## config.mk

```make
export PLATFORM = sky130hd
export DESIGN_NAME = axi_sram_arbiter
export DESIGN_NICKNAME = d
export VERILOG_FILES = /design/src/rtl/axi_sram_arbiter.sv
export SDC_FILE = /design/constraint.sdc
export NUM_CORES = 1
export LEC_CHECK = 0
export BUFFER_PORTS_ARGS = -buffer_cell sky130_fd_sc_hd__clkbuf_2
export CORE_AREA = 5 5 432 434
export CTS_CLUSTER_SIZE = 25
export DETAILED_ROUTE_END_ITERATION = 7
export DIE_AREA = 0 0 437 439
export SLEW_MARGIN = 10
export SYNTH_ARGS = -nofsm -noshare
export SYNTH_HDL_FRONTEND = slang
export SYNTH_SLANG_ARGS = --single-unit
export TNS_END_PERCENT = 5
```

## constraint.sdc

```tcl
create_clock -name aclk -period 2 [get_ports aclk]
set_clock_uncertainty 0.2 [all_clocks]
set_input_delay 0.4 -clock aclk [delete_from_list [all_inputs] [get_ports aclk]]
set_output_delay 0.4 -clock aclk [all_outputs]
set_load 0.01 [all_outputs]
```

## src/rtl/axi_sram_arbiter.sv

```systemverilog
// Two-master AXI4 arbiter in front of a single-port SRAM slave; grants whole transactions.
// Optional macro ARB_RR_EN selects round-robin arbitration; otherwise s0 has fixed priority.
module axi_sram_arbiter #(
   parameter int AXI_ADDR_W = 64,
   parameter int AXI_ID_W   = 8,
   parameter int AXI_DATA_W = 64
) (
   input  logic                    aclk,
   input  logic                    arst,
   input  logic                    s0_awvalid,
   input  logic [AXI_ADDR_W-1:0]   s0_awaddr,
   input  logic [7:0]              s0_awlen,
   input  logic [2:0]              s0_awsize,
   input  logic [1:0]              s0_awburst,
   input  logic                    s0_awlock,
   input  logic [3:0]              s0_awcache,
   input  logic [2:0]              s0_awprot,
   input  logic [3:0]              s0_awqos,
   input  logic [3:0]              s0_awregion,
   input  logic [AXI_ID_W-1:0]     s0_awid,
   output logic                    s0_awready,
   input  logic                    s0_wvalid,
   input  logic                    s0_wlast,
   input  logic [AXI_DATA_W-1:0]   s0_wdata,
   input  logic [AXI_DATA_W/8-1:0] s0_wstrb,
   output logic                    s0_wready,
   output logic                    s0_bvalid,
   output logic [AXI_ID_W-1:0]     s0_bid,
   output logic [1:0]              s0_bresp,
   input  logic                    s0_bready,
   input  logic                    s0_arvalid,
   input  logic [AXI_ADDR_W-1:0]   s0_araddr,
   input  logic [7:0]              s0_arlen,
   input  logic [2:0]              s0_arsize,
   input  logic [1:0]              s0_arburst,
   input  logic                    s0_arlock,
   input  logic [3:0]              s0_arcache,
   input  logic [2:0]              s0_arprot,
   input  logic [3:0]              s0_arqos,
   input  logic [3:0]              s0_arregion,
   input  logic [AXI_ID_W-1:0]     s0_arid,
   output logic                    s0_arready,
   output logic                    s0_rvalid,
   output logic [AXI_ID_W-1:0]     s0_rid,
   output logic [1:0]              s0_rresp,
   output logic [AXI_DATA_W-1:0]   s0_rdata,
   output logic                    s0_rlast,
   input  logic                    s0_rready,
   input  logic                    s1_awvalid,
   input  logic [AXI_ADDR_W-1:0]   s1_awaddr,
   input  logic [7:0]              s1_awlen,
   input  logic [2:0]              s1_awsize,
   input  logic [1:0]              s1_awburst,
   input  logic                    s1_awlock,
   input  logic [3:0]              s1_awcache,
   input  logic [2:0]              s1_awprot,
   input  logic [3:0]              s1_awqos,
   input  logic [3:0]              s1_awregion,
   input  logic [AXI_ID_W-1:0]     s1_awid,
   output logic                    s1_awready,
   input  logic                    s1_wvalid,
   input  logic                    s1_wlast,
   input  logic [AXI_DATA_W-1:0]   s1_wdata,
   input  logic [AXI_DATA_W/8-1:0] s1_wstrb,
   output logic                    s1_wready,
   output logic                    s1_bvalid,
   output logic [AXI_ID_W-1:0]     s1_bid,
   output logic [1:0]              s1_bresp,
   input  logic                    s1_bready,
   input  logic                    s1_arvalid,
   input  logic [AXI_ADDR_W-1:0]   s1_araddr,
   input  logic [7:0]              s1_arlen,
   input  logic [2:0]              s1_arsize,
   input  logic [1:0]              s1_arburst,
   input  logic                    s1_arlock,
   input  logic [3:0]              s1_arcache,
   input  logic [2:0]              s1_arprot,
   input  logic [3:0]              s1_arqos,
   input  logic [3:0]              s1_arregion,
   input  logic [AXI_ID_W-1:0]     s1_arid,
   output logic                    s1_arready,
   output logic                    s1_rvalid,
   output logic [AXI_ID_W-1:0]     s1_rid,
   output logic [1:0]              s1_rresp,
   output logic [AXI_DATA_W-1:0]   s1_rdata,
   output logic                    s1_rlast,
   input  logic                    s1_rready,
   output logic                    mst_awvalid,
   output logic [AXI_ADDR_W-1:0]   mst_awaddr,
   output logic [7:0]              mst_awlen,
   output logic [2:0]              mst_awsize,
   output logic [1:0]              mst_awburst,
   output logic                    mst_awlock,
   output logic [3:0]              mst_awcache,
   output logic [2:0]              mst_awprot,
   output logic [3:0]              mst_awqos,
   output logic [3:0]              mst_awregion,
   output logic [AXI_ID_W-1:0]     mst_awid,
   input  logic                    mst_awready,
   output logic                    mst_wvalid,
   output logic                    mst_wlast,
   output logic [AXI_DATA_W-1:0]   mst_wdata,
   output logic [AXI_DATA_W/8-1:0] mst_wstrb,
   input  logic                    mst_wready,
   input  logic                    mst_bvalid,
   input  logic [AXI_ID_W-1:0]     mst_bid,
   input  logic [1:0]              mst_bresp,
   output logic                    mst_bready,
   output logic                    mst_arvalid,
   output logic [AXI_ADDR_W-1:0]   mst_araddr,
   output logic [7:0]              mst_arlen,
   output logic [2:0]              mst_arsize,
   output logic [1:0]              mst_arburst,
   output logic                    mst_arlock,
   output logic [3:0]              mst_arcache,
   output logic [2:0]              mst_arprot,
   output logic [3:0]              mst_arqos,
   output logic [3:0]              mst_arregion,
   output logic [AXI_ID_W-1:0]     mst_arid,
   input  logic                    mst_arready,
   input  logic                    mst_rvalid,
   input  logic [AXI_ID_W-1:0]     mst_rid,
   input  logic [1:0]              mst_rresp,
   input  logic [AXI_DATA_W-1:0]   mst_rdata,
   input  logic                    mst_rlast,
   output logic                    mst_rready
);

   typedef enum logic [2:0] {
      IDLE    = 3'd0,
      RD_ADDR = 3'd1,
      RD_DATA = 3'd2,
      WR_ADDR = 3'd3,
      WR_DATA = 3'd4,
      WR_RESP = 3'd5
   } state_t;

   state_t state_q, state_d;
   logic   grant_q, grant_d;
   logic   req0_s, req1_s, sel_s, sel_ar_s, txn_done_s;

   assign req0_s   = s0_arvalid | s0_awvalid;
   assign req1_s   = s1_arvalid | s1_awvalid;
   assign sel_ar_s = sel_s ? s1_arvalid : s0_arvalid;
   assign txn_done_s = ((state_q == RD_DATA) & mst_rvalid & mst_rready & mst_rlast) |
                       ((state_q == WR_RESP) & mst_bvalid & mst_bready);

`ifdef ARB_RR_EN
   logic rr_ptr_q, rr_ptr_d;

   // Favoured master wins if it is requesting, otherwise the other one.
   assign sel_s    = (rr_ptr_q ? req1_s : req0_s) ? rr_ptr_q : ~rr_ptr_q;
   assign rr_ptr_d = txn_done_s ? ~grant_q : rr_ptr_q;

   // Round-robin pointer register.
   always_ff @(posedge aclk or posedge arst) begin
      if (arst) begin
         rr_ptr_q <= 1'b0;
      end else begin
         rr_ptr_q <= rr_ptr_d;
      end
   end
`else
   assign sel_s = ~req0_s;
`endif

   // State and grant registers.
   always_ff @(posedge aclk or posedge arst) begin
      if (arst) begin
         state_q <= IDLE;
         grant_q <= 1'b0;
      end else begin
         state_q <= state_d;
         grant_q <= grant_d;
      end
   end

   // Next-state logic; a grant is held until the transaction's final handshake.
   always_comb begin
      state_d = state_q;
      grant_d = grant_q;
      case (state_q)
         IDLE: begin
            if (req0_s | req1_s) begin
               grant_d = sel_s;
               state_d = sel_ar_s ? RD_ADDR : WR_ADDR;
            end else begin
               state_d = IDLE;
            end
         end
         RD_ADDR: state_d = (mst_arvalid & mst_arready) ? RD_DATA : RD_ADDR;
         RD_DATA: state_d = txn_done_s ? IDLE : RD_DATA;
         WR_ADDR: state_d = (mst_awvalid & mst_awready) ? WR_DATA : WR_ADDR;
         WR_DATA: state_d = (mst_wvalid & mst_wready & mst_wlast) ? WR_RESP : WR_DATA;
         WR_RESP: state_d = txn_done_s ? IDLE : WR_RESP;
         default: state_d = IDLE;
      endcase
   end

   // Handshake routing: only the channel owned by the current state is live.
   always_comb begin
      mst_arvalid = 1'b0;
      mst_awvalid = 1'b0;
      mst_wvalid  = 1'b0;
      mst_rready  = 1'b0;
      mst_bready  = 1'b0;
      s0_arready  = 1'b0;
      s1_arready  = 1'b0;
      s0_awready  = 1'b0;
      s1_awready  = 1'b0;
      s0_wready   = 1'b0;
      s1_wready   = 1'b0;
      s0_rvalid   = 1'b0;
      s1_rvalid   = 1'b0;
      s0_bvalid   = 1'b0;
      s1_bvalid   = 1'b0;
      case (state_q)
         RD_ADDR: begin
            mst_arvalid = grant_q ? s1_arvalid : s0_arvalid;
            s0_arready  = ~grant_q & mst_arready;
            s1_arready  = grant_q & mst_arready;
         end
         RD_DATA: begin
            mst_rready = grant_q ? s1_rready : s0_rready;
            s0_rvalid  = ~grant_q & mst_rvalid;
            s1_rvalid  = grant_q & mst_rvalid;
         end
         WR_ADDR: begin
            mst_awvalid = grant_q ? s1_awvalid : s0_awvalid;
            s0_awready  = ~grant_q & mst_awready;
            s1_awready  = grant_q & mst_awready;
         end
         WR_DATA: begin
            mst_wvalid = grant_q ? s1_wvalid : s0_wvalid;
            s0_wready  = ~grant_q & mst_wready;
            s1_wready  = grant_q & mst_wready;
         end
         WR_RESP: begin
            mst_bready = grant_q ? s1_bready : s0_bready;
            s0_bvalid  = ~grant_q & mst_bvalid;
            s1_bvalid  = grant_q & mst_bvalid;
         end
         default: begin
            mst_arvalid = 1'b0;
         end
      endcase
   end

   // Payloads follow the grant unconditionally; their valids qualify them.
   assign mst_awaddr   = grant_q ? s1_awaddr   : s0_awaddr;
   assign mst_awlen    = grant_q ? s1_awlen    : s0_awlen;
   assign mst_awsize   = grant_q ? s1_awsize   : s0_awsize;
   assign mst_awburst  = grant_q ? s1_awburst  : s0_awburst;
   assign mst_awlock   = grant_q ? s1_awlock   : s0_awlock;
   assign mst_awcache  = grant_q ? s1_awcache  : s0_awcache;
   assign mst_awprot   = grant_q ? s1_awprot   : s0_awprot;
   assign mst_awqos    = grant_q ? s1_awqos    : s0_awqos;
   assign mst_awregion = grant_q ? s1_awregion : s0_awregion;
   assign mst_awid     = grant_q ? s1_awid     : s0_awid;
   assign mst_wlast    = grant_q ? s1_wlast    : s0_wlast;
   assign mst_wdata    = grant_q ? s1_wdata    : s0_wdata;
   assign mst_wstrb    = grant_q ? s1_wstrb    : s0_wstrb;
   assign mst_araddr   = grant_q ? s1_araddr   : s0_araddr;
   assign mst_arlen    = grant_q ? s1_arlen    : s0_arlen;
   assign mst_arsize   = grant_q ? s1_arsize   : s0_arsize;
   assign mst_arburst  = grant_q ? s1_arburst  : s0_arburst;
   assign mst_arlock   = grant_q ? s1_arlock   : s0_arlock;
   assign mst_arcache  = grant_q ? s1_arcache  : s0_arcache;
   assign mst_arprot   = grant_q ? s1_arprot   : s0_arprot;
   assign mst_arqos    = grant_q ? s1_arqos    : s0_arqos;
   assign mst_arregion = grant_q ? s1_arregion : s0_arregion;
   assign mst_arid     = grant_q ? s1_arid     : s0_arid;

   assign s0_rid   = mst_rid;
   assign s1_rid   = mst_rid;
   assign s0_rresp = mst_rresp;
   assign s1_rresp = mst_rresp;
   assign s0_rdata = mst_rdata;
   assign s1_rdata = mst_rdata;
   assign s0_rlast = mst_rlast;
   assign s1_rlast = mst_rlast;
   assign s0_bid   = mst_bid;
   assign s1_bid   = mst_bid;
   assign s0_bresp = mst_bresp;
   assign s1_bresp = mst_bresp;

endmodule

```

=== After elaboration in Yosys (flattened, before gate mapping) ===
Cells that the tools add are included.

* Register bits: 4
* Input port bits: 652
* Output and inout bits: 460
* Logic and storage cells: 86

* Equal/unequal tests: 5
* Mux-type cells: 52
* Bitwise logic cells: 25
* Reductions and logical operators: 2

{| class="wikitable"
|+ Operator list
! cell !! number
|-
| $mux 64 || 3
|-
| $mux 8 || 5
|-
| $mux 1 || 25
|-
| $mux 4 || 6
|-
| $and 1x1->1 || 19
|-
| $mux 3 || 6
|-
| $pmux 3 s6 || 1
|-
| $mux 2 || 6
|-
| $eq 3x2->1 const B || 2
|-
| $eq 3x3->1 const B || 2
|-
| $or 1x1->1 || 4
|-
| $eq 3x1->1 const B || 1
|-
| $logic_not 3->1 || 1
|-
| $not 1->1 || 2
|-
| $reduce_and 2->1 || 1
|}

=== Logic depth before layout (Yosys ltp) ===
Gate-level depths: netlist of run 1.

* Depth in word-level cells: 7
* Gate-level depth with buffers: 5

=== Worst setup path after synthesis of run 1 ===
OpenSTA, ideal clock, no wires.

* Path kind: flip-flop to output port
* Start point: register grant_q
* End point: output mst_araddr[28]
* Arrival: 1.183 ns
* Data required time: 1.400 ns
* Path slack: 0.217 ns
* Stages on the path, launching flop included: 5
* Path buffers: 3
* Path through: dfrtp_1 > buf_6 > buf_2 > buf_4 > mux2_2

* Word-level cells in the longest chain between the ends: 1

{| class="wikitable"
|+ Ends and longest elaborated chain
! what !! line !! text
|-
| start, declared || 139 || <nowiki>logic grant_q, grant_d;</nowiki>
|-
| start signal, assigned || 174 || <nowiki>grant_q <= grant_d;</nowiki>
|-
| $mux 64 || 263 || <nowiki>assign mst_araddr = grant_q ? s1_araddr : s0_araddr;</nowiki>
|-
| end, declared || 110 || <nowiki>output logic [AXI_ADDR_W-1:0] mst_araddr,</nowiki>
|}

No other way between the ends.

=== Final worst setup path of run 1 ===
* Start point: register grant_q
* End point: output mst_araddr[27]

Same word-level chain as after synthesis.

==> results of run 1 <==
[sequential cells by signal (all words and copies together), names as in the netlist]
register / flops
grant_q: 1
state_q: 3
[power by group through the flow]
| stage | Sequential [mW] | Combinational, mW | Clock, mW |
|---|---|---|---|
| floorplan | 0.143 | 5.45 | 0 |
| global route | 0.217 | 12.3 | 0.338 |
| global placement | 0.196 | 11.1 | 0 |
| finish | 0.206 | 11.9 | 0.324 |
| detailed placement | 0.196 | 11.1 | 0 |
| CTS | 0.208 | 11.9 | 0.334 |
[cells in the final DEF (no fill, tap or decap), types with 3 or more instances in the layout]
master	Yosys	layout
buf_12	0	29
nor2_1	10	6
buf_8	0	19
clkbuf_16	0	3
mux2i_1	4	4
nor3_2	0	4
inv_1	5	5
buf_6	1	5
clkbuf_8	0	27
mux2_2	276	239
diode_2	0	46
clkbuf_4	0	11
buf_4	197	27
clkbuf_2	0	780
mux2_4	0	37
nand2_1	7	7
nor2_2	0	4
a21oi_1	3	3
[layer usage]
| layer | up-vias | GRT usage (%) | share of wire, % |
|---|---|---|---|
| li1 | 3212 | - | - |
| met4 | 172 | 2.64 | 2.7 |
| met2 | 1081 | 22.6 | 41 |
| met3 | 404 | 14.3 | 20 |
| met5 | - | 0.832 | 0.97 |
| met1 | 4028 | 16.1 | 35 |
[cells by family after synthesis]
kind of cell           count (synthesis)
AOI/OAI and AO/OA                     10
DFF                                    4
and+or+nand+nor                       40
buffers and inverters                211
muxes                                280
[layout make-up]
type	count	area [um^2]
diodes	46	115
clock buffers	4	78.8
fillers	21568	170000
inverters	5	18.8
multi-input cells	330	3630
flip-flops and latches	4	105
well taps	2385	2980
repair buffers	901	5530
[critical path: cells and delay by family, from the launching register on]
family,cells,cell delay (ns)
buf+inv,3,0.59
mux,1,0.38
flops,1,0.46
[timing repair]
action / in CTS / in global routing
hold buffers: 1 / 0
setup endpoints to repair: 284 / 290
endpoints found under the hold margin: 4 / 0
setup buffers: 0 / 2
pin swaps: 1 / 1
gates resized for setup: 149 / 42
[worst paths after layout]
path / endpoint / slack [ns] / startpoint / cells past startpoint
max in group asynchronous: state_q[2] / 0.94 / arst / 3
max reg2reg: state_q[0] / 0.17 / grant_q / 5
max: mst_araddr[27] / -0.32 / grant_q / 4
min in group asynchronous: grant_q / 0.48 / arst / 3
min reg2reg: state_q[2] / 0.55 / state_q[1] / 3
min: state_q[2] / 0.32 / mst_awready / 3
==> flow_metrics.tcl, run 1 <==
set metrics [dict create \
    die_area_um2 192000 \
    clkPwrFrac_pct 2.6 \
    critical_path.max_fanout 35 \
    clk_path_buf_depth 2 \
    synthSimpleGateAreaFrac_pct 4.00 \
    fp.dieH_um 439 \
    portBuffers 859 \
    combPwrFrac_pct 95.7 \
    drtIter0Drc 819 \
    p_total_mw 12.4 \
    worstPathArrival_ns 1.72 \
    drc 0 \
    path_class "flop to output pin" \
    ys_top_cells_by_count "mux2_2, buf_4, nor2_1, nand2_1, nor3_1" \
    hpwl_mm 150 \
    ir_worst_vdd_uv 412 \
    netlist.area_leader.share_pct 61.3 \
    synthMuxAreaShare_pct 62.1 \
    numCtsBuffers 3 \
    cts.sinks 4 \
    io_pins 1112 \
    synth.most_common_cell "mux2_2" \
    initial_utilization_pct 2.78 \
    h-tree-depth 1 \
    p_sw_mw 6.39 \
    grt_pass1_wl_mm 173 \
    startpoint_type "flop" \
    place_area_um2 11500 \
    fin_ws_ns -0.321 \
    yosys-top-cells-area "mux2_2, buf_4, dfrtp_1" \
    fp.coreArea_um2 182000 \
    yosysWarnings 0 \
    seq_power_share_pct 1.7 \
    switching_share_pct 51.6 \
    num_vias 8897 \
    worstMarginPinSlew_ns 0.449 \
    synth_edf_count 0 \
    gp_congestion 0.989 \
    period_share_pct 116 \
    tns_ns -61.92 \
    fin_hold_ws_ns 0.318 \
    syn2layout_area_growth_pct 146 \
    violations "setup timing" \
    synth_compound_area_share_pct 1.41 \
    rsz0062_at_grt "true" \
    cts_tree "yes" \
    synth_top_family_by_area "multiplexers" \
    critical-path-max-stage-delay_ns 0.46 \
    cp_slowest_cell "dfrtp_4" \
    drtPass1Iterations 5 \
    grt_overflow 0 \
    path_cells "buf_12, buf_16, mux2_2, clkbuf_2" \
    synth_adder_area_share_pct 0 \
    synth_area_um2 5070 \
    clock_latency_ns 0.23 \
    setup_viol 283 \
    synthFlopType "dfrtp_1" \
    dp_cells 3622 \
    ys_seq_area_share_pct 1.98 \
    layout-drive-gt1-share_pct 96.0 \
    grt_pass1_vias 8169 \
    clkSlewWorstSetupHoldPaths_ns 0.03 \
    synthArstFlopShare_pct 100 \
    syn_inst 545 \
    fmax_mhz 431 \
    fin_crit_ns 2.32 \
    finalNetCount 1897 \
    p_leak_nw 5.55 \
    maxSlewHeadroom_pct 69.8 \
    maxSlewViolCount 0 \
    synth.avg_cell_area_um2 9.30 \
    row_count 157 \
    holdCritPathClass "primary input to flop" \
    vias_per_cell 2.42 \
    design_area_um2 12500 \
    ant_nets 0 \
    ctsRootBufferMaster "clkbuf_16" \
    ys_types 28 \
    antenna_found_initial 245 \
    dp_slack_ns -0.0653 \
    hold_viol 0 \
    grt_max_degree 36 \
    syn_nets 1197 \
    worstPathRequired_ns 1.40 \
    power.density_nw_per_um2 994 \
    wl_mm 155 \
    final_cells 3675 \
    cellInternalPower_mw 5.99 \
    cp-end-kind "output pin" \
    status "complete, but fails checks" \
    wl_per_cell_um 42.1 \
    synth-xor-area-share_pct 0 \
    ys_seq_elements 4 \
    synth_top_area_cell "mux2_2" \
    fin_util_pct 6.83 \
    track_usage_pct 15.3 \
    fp.dieW_um 437 \
    drv_cap 0 \
]
Note: power is estimated with default switching activity, not from simulation.
==> run 2: changes to the inputs <==
Settings changed: SKIP_LAST_GASP set to 1.
==> run 2 against run 1 <==
The run still ends with setup timing left; first-iteration DRC count shrank 8.5%; wire length shrank 0.17%; setup slack gained 0.0060 ns; cell area shrank 5.2%; clock-buffer cell count is the same; utilization shrank 0.35 points; clock power is essentially flat; non-clock buffer count shrank 1; hold slack gained 0.0057 ns; total power shrank 7.2%.
==> flow_metrics.tcl, run 2 (synthesis gave the netlist of run 1 again) <==
set metrics [dict create \
    status "complete, but fails checks" \
    violations "setup timing" \
    path_cells "buf_12, buf_16, mux2_2, clkbuf_2" \
    cts_tree "yes" \
    cp_slowest_cell "dfrtp_4" \
    syn2layout_area_growth_pct 133 \
    cts.sinks 4 \
    antenna_found_initial 244 \
    final_common_cell "clkbuf_2" \
    grt_overflow 0 \
    grt_pass1_wl_mm 173 \
    power.density_nw_per_um2 972 \
    p_total_mw 11.5 \
    clkSlewWorstSetupHoldPaths_ns 0.03 \
    worstMarginPinSlew_ns 0.458 \
    finalNetCount 1896 \
    fp.dieH_um 439 \
    final_cell_mix "clkbuf_2, mux2_2, buf_12" \
    drv_cap 0 \
    fp.coreArea_um2 182000 \
    drtIter0Drc 749 \
    hold_viol 0 \
    seq_power_share_pct 1.7 \
    vias_per_cell 2.44 \
    critical_path.max_fanout 35 \
    portBuffers 859 \
    cp-end-kind "output pin" \
    tns_ns -64.37 \
    maxSlewHeadroom_pct 69.2 \
    crit_family "buffers and inverters" \
    fin_hold_ws_ns 0.324 \
    clk_path_buf_depth 2 \
    layout-drive-gt1-share_pct 95.1 \
    num_vias 8965 \
    holdCritPathClass "primary input to flop" \
    fp.dieW_um 437 \
    place_area_um2 11500 \
    maxSlewViolCount 0 \
    fin_ws_ns -0.315 \
    dp_slack_ns -0.0653 \
    combPwrFrac_pct 95.4 \
    final-seq-area_um2 104 \
    design_area_um2 11800 \
    p_leak_nw 5.23 \
    io_pins 1112 \
    fill_cells 21613 \
    worstPathRequired_ns 1.40 \
    multi_input_area_um2 3440 \
    largest-register "state_q" \
    path_class "flop to output pin" \
    clkPwrFrac_pct 2.8 \
    numCtsBuffers 3 \
    fin_crit_ns 2.32 \
    final_cells 3681 \
    ir_worst_vdd_uv 360 \
    largest_registers "state_q: 3 flops, grant_q: 1 flops" \
    setup_viol 284 \
    worstPathArrival_ns 1.72 \
    drtPass1Iterations 5 \
    grt_pass1_vias 8094 \
    die_area_um2 192000 \
    grt_max_degree 36 \
    track_usage_pct 15.3 \
    worstPathBufferInverterCount 3 \
    wl_per_cell_um 42.0 \
    critical-path-max-stage-delay_ns 0.46 \
    p_sw_mw 6.22 \
    cellInternalPower_mw 5.27 \
    fmax_mhz 432 \
    period_share_pct 116 \
    h-tree-depth 1 \
    drc 0 \
    gp_congestion 0.989 \
    largest_reg_flops 3 \
    rsz0062_at_grt "true" \
    row_count 157 \
    initial_utilization_pct 2.78 \
    startpoint_type "flop" \
    fin_util_pct 6.48 \
    wl_mm 155 \
    dp_cells 3622 \
    switching_share_pct 54.1 \
    clock_latency_ns 0.23 \
    ant_nets 0 \
    hpwl_mm 150 \
    ctsRootBufferMaster "clkbuf_16" \
]
==> run 2: cell types whose count changed in the layout (fill, tap and decap cells not counted), sizes merged <==
cell	delta
diode	+7
clkbuf	+22
buf	-23
==> run 2: final timing paths <==
check / from / end / slack, ns / cells past startpoint
hold reg to reg: state_q[1] / state_q[2] / 0.55 / 3
max in group asynchronous: arst / grant_q / 0.94 / 3
setup / recovery: grant_q / mst_araddr[27] / -0.32 / 4
setup reg to reg: grant_q / state_q[0] / 0.16 / 6
hold / removal: mst_awready / state_q[2] / 0.32 / 3
min in group asynchronous: arst / grant_q / 0.48 / 3
==> run 2: worst register-to-register path, cell delays in order (launching register included) <==
cell      delay, ns
dfrtp_4        0.51
buf_12         0.18
buf_4          0.16
mux2_2         0.27
buf_4          0.12
nand2_1        0.05
o311ai_1       0.23
==> run 2: what timing repair did <==
action,in CTS,in global routing
hold buffers,1,0
setup endpoints to repair,284,290
endpoints found under the hold margin,4,0
buffers inserted,0,1
gates resized for setup,8,5
==> run 2: power groups by stage <==
stage	clock network (mW)	logic, mW	registers, mW
after floorplan	0	5.45	0.143
after global placement	0	11.1	0.196
after detailed placement	0	11.1	0.196
after CTS	0.334	11.2	0.199
after global routing	0.338	11.4	0.208
final	0.324	11.0	0.200
==> run 2: per-layer routing <==
metal	global-route usage [%]	vias up	routed length (um)
met2	22.6	1106	63400
met5	0.832	-	1400
li1	-	3226	-
met4	2.69	164	4500
met1	16.2	4066	55000
met3	14.0	403	30300
==> run 2: area by class of cell <==
cell class / count / share of cell area (%)
antenna: 53 / 1.12
sequential: 4 / 0.879
inverter: 5 / 0.159
tap: 2385 / 25.3
multi-input combinational: 330 / 29.2
timing repair buffer: 900 / 42.7
clock buffer: 4 / 0.667
